$ cat src/rtl/alu_pkg.sv
// Shared ALU definitions: the 4-bit opcode type and its encodings.
// The ALU-control decoder and the ALU both import this package.
package alu_pkg;

    typedef logic [3:0] alu_op_t;

    localparam alu_op_t ALU_AND  = 4'b0000;
    localparam alu_op_t ALU_OR   = 4'b0001;
    localparam alu_op_t ALU_ADD  = 4'b0010;
    localparam alu_op_t ALU_XOR  = 4'b0011;
    localparam alu_op_t ALU_SLL  = 4'b0100;
    localparam alu_op_t ALU_SRL  = 4'b0101;
    localparam alu_op_t ALU_SUB  = 4'b0110;
    localparam alu_op_t ALU_SLT  = 4'b0111;
    localparam alu_op_t ALU_SLTU = 4'b1000;
    localparam alu_op_t ALU_SRA  = 4'b1001;
    localparam alu_op_t ALU_NOR  = 4'b1100;

endpackage

$ cat src/rtl/alu_comb.sv
// Combinational ALU core: produces the next result from A, B and Sel.
// Unused opcodes return zero so nothing undefined reaches the result register.
module alu_comb
    import alu_pkg::*;
#(
    parameter int WIDTH = 8
) (
    input  logic [WIDTH-1:0] A,
    input  logic [WIDTH-1:0] B,
    input  logic [3:0]       Sel,
    output logic [WIDTH-1:0] Result
);

    localparam int SHW = $clog2(WIDTH);

    logic [SHW-1:0]   w_shamt;
    logic             w_ltSigned;
    logic             w_ltUnsigned;
    logic [WIDTH-1:0] w_sra;

    // Only the low log2(WIDTH) bits of B select the shift distance.
    assign w_shamt      = B[SHW-1:0];
    assign w_ltSigned   = $signed(A) < $signed(B);
    assign w_ltUnsigned = A < B;
    assign w_sra        = $unsigned($signed(A) >>> w_shamt);

    always_comb begin
        Result = '0;
        case (Sel)
            ALU_AND:  Result = A & B;
            ALU_OR:   Result = A | B;
            ALU_ADD:  Result = A + B;
            ALU_XOR:  Result = A ^ B;
            ALU_SLL:  Result = A << w_shamt;
            ALU_SRL:  Result = A >> w_shamt;
            ALU_SUB:  Result = A - B;
            ALU_SLT:  Result = {{(WIDTH-1){1'b0}}, w_ltSigned};
            ALU_SLTU: Result = {{(WIDTH-1){1'b0}}, w_ltUnsigned};
            ALU_SRA:  Result = w_sra;
            ALU_NOR:  Result = ~(A | B);
            default:  Result = '0;
        endcase
    end

endmodule

$ cat src/rtl/alu.sv
// Registered ALU for the execute stage: one result per cycle, visible after
// the capturing edge, with a Zero flag derived from the registered value.
module alu
    import alu_pkg::*;
#(
    parameter int WIDTH = 8
) (
    input  logic             Clk,
    input  logic             Rst,
    input  logic [WIDTH-1:0] A,
    input  logic [WIDTH-1:0] B,
    input  logic [3:0]       Sel,
    output logic [WIDTH-1:0] Out,
    output logic             Zero
);

    logic [WIDTH-1:0] w_next;
    logic [WIDTH-1:0] r_out;

    alu_comb #(
        .WIDTH (WIDTH)
    ) u_comb (
        .A      (A),
        .B      (B),
        .Sel    (Sel),
        .Result (w_next)
    );

    always_ff @(posedge Clk or posedge Rst) begin
        if (Rst) begin
            r_out <= '0;
        end else begin
            r_out <= w_next;
        end
    end

    // Zero looks only at the register, never at the pending next value.
    assign Out  = r_out;
    assign Zero = (r_out == '0);

endmodule

$ cat config.mk
export PLATFORM = sky130hd
export DESIGN_NAME = alu
export DESIGN_NICKNAME = d
export VERILOG_FILES = /design/src/rtl/alu_pkg.sv /design/src/rtl/alu_comb.sv /design/src/rtl/alu.sv
export SDC_FILE = /design/constraint.sdc
export NUM_CORES = 1
export LEC_CHECK = 0
export BUFFER_PORTS_ARGS = -buffer_cell sky130_fd_sc_hd__buf_2
export CAP_MARGIN = 40
export CORE_AREA = 2 2 64 66
export CTS_CLUSTER_SIZE = 20
export DETAILED_ROUTE_END_ITERATION = 8
export DIE_AREA = 0 0 66 68
export PLACE_DENSITY = 0.85
export SLEW_MARGIN = 25
export SYNTH_ARGS = -nofsm -noshare
export SYNTH_HDL_FRONTEND = slang
export SYNTH_SLANG_ARGS = --single-unit
$ cat constraint.sdc
create_clock -name Clk -period 1.3 [get_ports Clk]
set_input_delay 0.325 -clock Clk [delete_from_list [all_inputs] [get_ports Clk]]
set_output_delay 0.325 -clock Clk [all_outputs]
set_load 0.05 [all_outputs]
==> results by group, run 1 <==
Yosys
  • Post-synth top flop: dfrtp_1
  • Post-Syn Area: 2180 µm²
  • Ys async rst share: between 90% and 100%
  • Sequential fraction of the synthesis area: between 9 and 10%
  • Yosys warns: 0
  • Register bit total from synthesis: 8
  • Netlist cell types: 65
  • Post-synth EDFFs: 0
  • Syn Nets: approximately 330
  • Syn Area/Cell: between 7 and 8 µm²
  • Cells after Synth: between 200 and 300

Run status
  • Failed at: 5_1_grt
  • Tool error: [ERROR GRT-0232] Routing congestion too high. Check the congestion heatmap in the GUI.
  • Status: did not finish

Floorplanning
  • Chip height: just under 70 µm
  • Ports: 31
  • Starting Density: a little under three fifths
  • Placement Rows: 23
  • Die X: 66 µm

Clock tree
  • Hold_buf cts: 0
  • Clock root cell: clkbuf_8
  • Max Buffers Root-to-Sink: 2
  • H-tree depth reported by CTS: 1
  • Clk sink count: 8
  • CTS Buf Count: 3

Placement
  • Gp weighted congestion: around 1.1
  • Placed Instances: about 440
  • PortBufs: 30
  • Dpl hpwl: approximately 7000 µm

Global routing
  • All-Layer GR Usage: 93.2%
  • Largest net degree at the start of global routing: 17
  • Congestion Overflow GR: between 200 and 300

STA
  • Kind of the worst endpoint: register input
  • Worst_ep grt: Out[4]$_DFF_PP0_/D
==> metrics by stage <==
step                worst slack (ps)  hold slack (ps)  TNS, ps  area, µm²  utilization (%)
detailed placement              -797              282    -6110       3260             84.4
global placement                -704              267    -5620       3260             84.4
floorplan                       -438              140    -3190       2400                -
CTS                             -484             31.7    -3140       3540             91.8
==> cell usage after synthesis, types with 3 or more instances <==
library cell  number  area (µm²)
a22o_1             3        26.3
mux4_2             6         135
nor2_1            17        63.8
o21ai_0            7        35.0
ha_1              26         325
a211oi_1           4        30.0
a32oi_1            3        26.3
o211ai_1           9        67.6
nand2b_1          10        62.6
a21oi_1           12        60.1
nor2b_1            5        31.3
mux2i_1           10         100
buf_2              7        35.0
inv_1             25        93.8
nand3_1           12        60.1
nand2_1           16        60.1
a22oi_1            5        37.5
and2_1             4        25.0
mux2_2             4        45.0
o21bai_1           3        22.5
o22ai_1            7        43.8
nor4_1             3        18.8
dfrtp_1            8         200
nor3_1             4        20.0
clkbuf_1           7        26.3
or4_1              4        30.0
==> per-layer routing <==
layer  GRT overflow  global-route usage (%)
met5              1                    55.0
met2            153                     116
met4            117                     123
met3              3                    71.5
met1              5                    79.8
==> logic make-up after synthesis <==
logic type / Yosys count / share of synthesized area (%)
compound gates: 79 / 26.0
xor+xnor: 3 / 1.20
fa+ha+maj: 28 / 16.7
buf+inv: 44 / 8.36
flops: 8 / 9.16
mux: 21 / 14.0
simple gates: 95 / 24.5
==> timing repair <==
action	in CTS
pin swaps	22
gates resized for setup	44
setup buffers	8
endpoints found under the setup margin	9
==> run 2, diff against run 1 <==
--- a/config.mk
+++ b/config.mk
@@ -7,11 +7,10 @@
 export LEC_CHECK = 0
 export BUFFER_PORTS_ARGS = -buffer_cell sky130_fd_sc_hd__buf_2
 export CAP_MARGIN = 40
-export CORE_AREA = 2 2 64 66
-export CTS_CLUSTER_SIZE = 20
+export CORE_AREA = 2 2 77 79
 export DETAILED_ROUTE_END_ITERATION = 8
-export DIE_AREA = 0 0 66 68
-export PLACE_DENSITY = 0.85
+export DIE_AREA = 0 0 79 81
+export PLACE_DENSITY_LB_ADDON = 0.15
 export SLEW_MARGIN = 25
 export SYNTH_ARGS = -nofsm -noshare
 export SYNTH_HDL_FRONTEND = slang
==> run 2 against run 1 <==
  * The flow now finishes, with violations (negative setup slack)
  * Synthesized area unchanged
  * Synthesized cell count unchanged
==> results by group, run 2 <==
Setup path
  • CP startpoint: Out[4]$_DFF_PP0_
  • Setup CP Type: reg2out
  • Crit path cell chain: or4_4, nor2_4, buf_8
  • CP max stage delay: roughly 520 ps
  • Critical path arrival: ~1400 ps
  • Critical path launch point type: flip-flop
  • WP data required: about 980 ps
  • CP Max Fanout: 2
  • Max stage delay cell, worst path: or4_4
  • Worst setup EP type: primary output

Clock tree
  • CTS Buf Count: 3 (unchanged)
  • Clk sink count: 8 (unchanged)
  • H-tree depth reported by CTS: 1 (unchanged)
  • Clk slew on worst S/H paths: ~40 ps
  • Max Buffers Root-to-Sink: 2 (unchanged)
  • CTS tree: yes
  • Clock root cell: clkbuf_8

Yosys
  • Cells after Synth: 278 (unchanged)
  • Register bit total from synthesis: 8 (unchanged)
  • Commonest cells in the netlist: ha_1, inv_1, nor2_1
  • Top-area cell type share of the netlist area: 14.9% (unchanged)
  • Most area-hungry cell type in the Yosys netlist: ha_1
  • Sequential fraction of the synthesis area: 9.16% (unchanged)
  • Post-synth top flop: dfrtp_1
  • Syn Nets: 328 (unchanged)
  • Post-synth EDFFs: 0 (unchanged)
  • Synth area leaders: ha_1, dfrtp_1, mux4_2
  • Syn Area/Cell: 7.86 µm² (unchanged)
  • Ys async rst share: 100% (unchanged)
  • Netlist cell types: 65 (unchanged)
  • Top-count cell post-synth: ha_1
  • Yosys warns: 0 (unchanged)
  • Post-Syn Area: 2180 µm² (unchanged)

Run status
  • Status: finished, violations left
  • Failing checks: negative setup slack

Finish
  • Max FFs per register: 8
  • # fillers: 465
  • Most frequent cells in the layout: buf_4, buf_6, buf_2
  • Fin nets: between 400 and 500
  • Area growth syn-to-layout: 79.2%
  • Commonest non-fill, non-tap cell in the layout: buf_4
  • Share of post-route cells with drive strength above 1: between 50% and 60%
  • ANT cells: 0
  • Post-route cell area: between 3000 and 4000 µm²

Routing
  • Iteration-0 DRC Markers: ~280
  • Remaining DRCs: 0
  • Routed Wire Length: about 8800 µm
  • Drt wl/cell: 18.0 µm
  • Via density: roughly 5.7
  • Vias: 2780
  • Final ANT Viol Nets: 0
  • 1st-pass router iterations: 6

Global routing
  • Antenna violations before repair: 0
  • Largest net degree at the start of global routing: 17
  • Vias in the first global route: between 2000 and 3000
  • Congestion Overflow GR: 0
  • First-pass GRT wire length: 13400 µm
  • All-Layer GR Usage: a little over a quarter

Power and ir drop
  • Peak supply drop: between 0.0005 and 0.0006 V
  • Leakage: 1.72 nW
  • Power per Cell Area: around 550 nW/µm²
  • Final Power: 2.17 mW

Floorplanning
  • Chip height: 81 µm (+19%)
  • Core Area: 5680 µm²
  • Ports: 31 (unchanged)
  • Die X: 79 µm (+20%)
  • Placement Rows: 28 (+22%)
  • Starting Density: 38.5% (-18 points)
  • Die footprint: around 6400 µm²

STA
  • Max-slew violation count: 0
  • Setup slack after layout: -468 ps
  • Final setup fails: 9
  • Sum Neg Setup Slack: -3010 ps
  • Slew HR: slightly below 80%
  • Slew @ Worst Pin: 341 ps
  • Final Hold Fails: 0
  • F_max: 566 MHz
  • Final worst path period need: about 1800 ps
  • RSZ-0062 raised after global routing: yes
  • Final Cycle Share: 136%

Placement
  • DP Area: 3330 µm² (+2.3%)
  • Gp weighted congestion: 0.939 (-14%)
  • Dpl hpwl: 6790 µm (-3.1%)
  • PortBufs: 30 (unchanged)

Hold path
  • Worst min path class: in2async

Flow run
  • Max_cap viols: 0
==> run 2: power by group <==
| group | internal, mW | switching, mW |
|---|---|---|
| combinational | 0.754 | 0.790 |
| clock | 0.214 | 0.110 |
| sequential | 0.286 | 0.0182 |
==> run 2: layout make-up <==
cell class | count | area [µm²] | area share [%]
Tap cell | 75 | 93.8 | 2.40
Timing Repair Buffer | 148 | 1240 | 31.8
Multi-Input combinational cell | 226 | 2180 | 55.7
Sequential cell | 8 | 206 | 5.27
Inverter | 26 | 145 | 3.71
Clock buffer | 4 | 45.0 | 1.15
==> run 2: routing by layer <==
layer	global-route usage, %	up-vias	routed length [µm]
met1	34.9	1307	3560
li1	-	1318	-
met5	0	-	0
met3	2.56	20	637
met2	50.1	135	4430
met4	5.86	0	150
==> run 2: worst max-delay path, delay by kind of cell (launching register included) <==
| family | cells | cell delay, ps |
|---|---|---|
| AND/OR/NAND/NOR | 2 | 660 |
| flip-flops | 1 | 390 |
| buffers and inverters | 1 | 150 |
==> run 2: cell families (layout without fill, tap and decap cells) <==
family | Yosys count | in the layout | synth area share (%)
buf+inv | 44 | 178 | 8.36
simple gates | 95 | 95 | 24.5
flops | 8 | 8 | 9.16
fa+ha+maj | 28 | 28 | 16.7
xor+xnor | 3 | 3 | 1.20
mux | 21 | 21 | 14.0
compound gates | 79 | 79 | 26.0
==> run 2: worst paths after layout <==
check,to,slack [ps],depth (start not counted)
setup / recovery,Zero,-470,3
hold / removal,Out[2]$_DFF_PP0_,40,2
max in group asynchronous,Out[5]$_DFF_PP0_,980,2
min in group Clk,Out[1]$_DFF_PP0_,580,3
==> run 2: timing repair <==
item	4_1_cts	5_1_grt
hold buffers	0	0
buffers inserted	5	7
pin swaps	36	24
endpoints found under the setup margin	9	9
resized for setup	67	40
endpoints found under the hold margin	0	0
==> run 2: metrics by stage <==
stage / instances / utilization (%) / setup WS [ps] / hold slack (ps)
finish: 487 / 69.0 / -468 / 44.8
CTS: 480 / 65.0 / -447 / 50.8
detailed placement: 472 / 58.7 / -768 / 293
floorplan: 278 / - / -438 / 140
global route: 487 / 69.0 / -503 / 72.3
global placement: 472 / 58.7 / -739 / 294
Note: power is estimated with default switching activity, not from simulation.
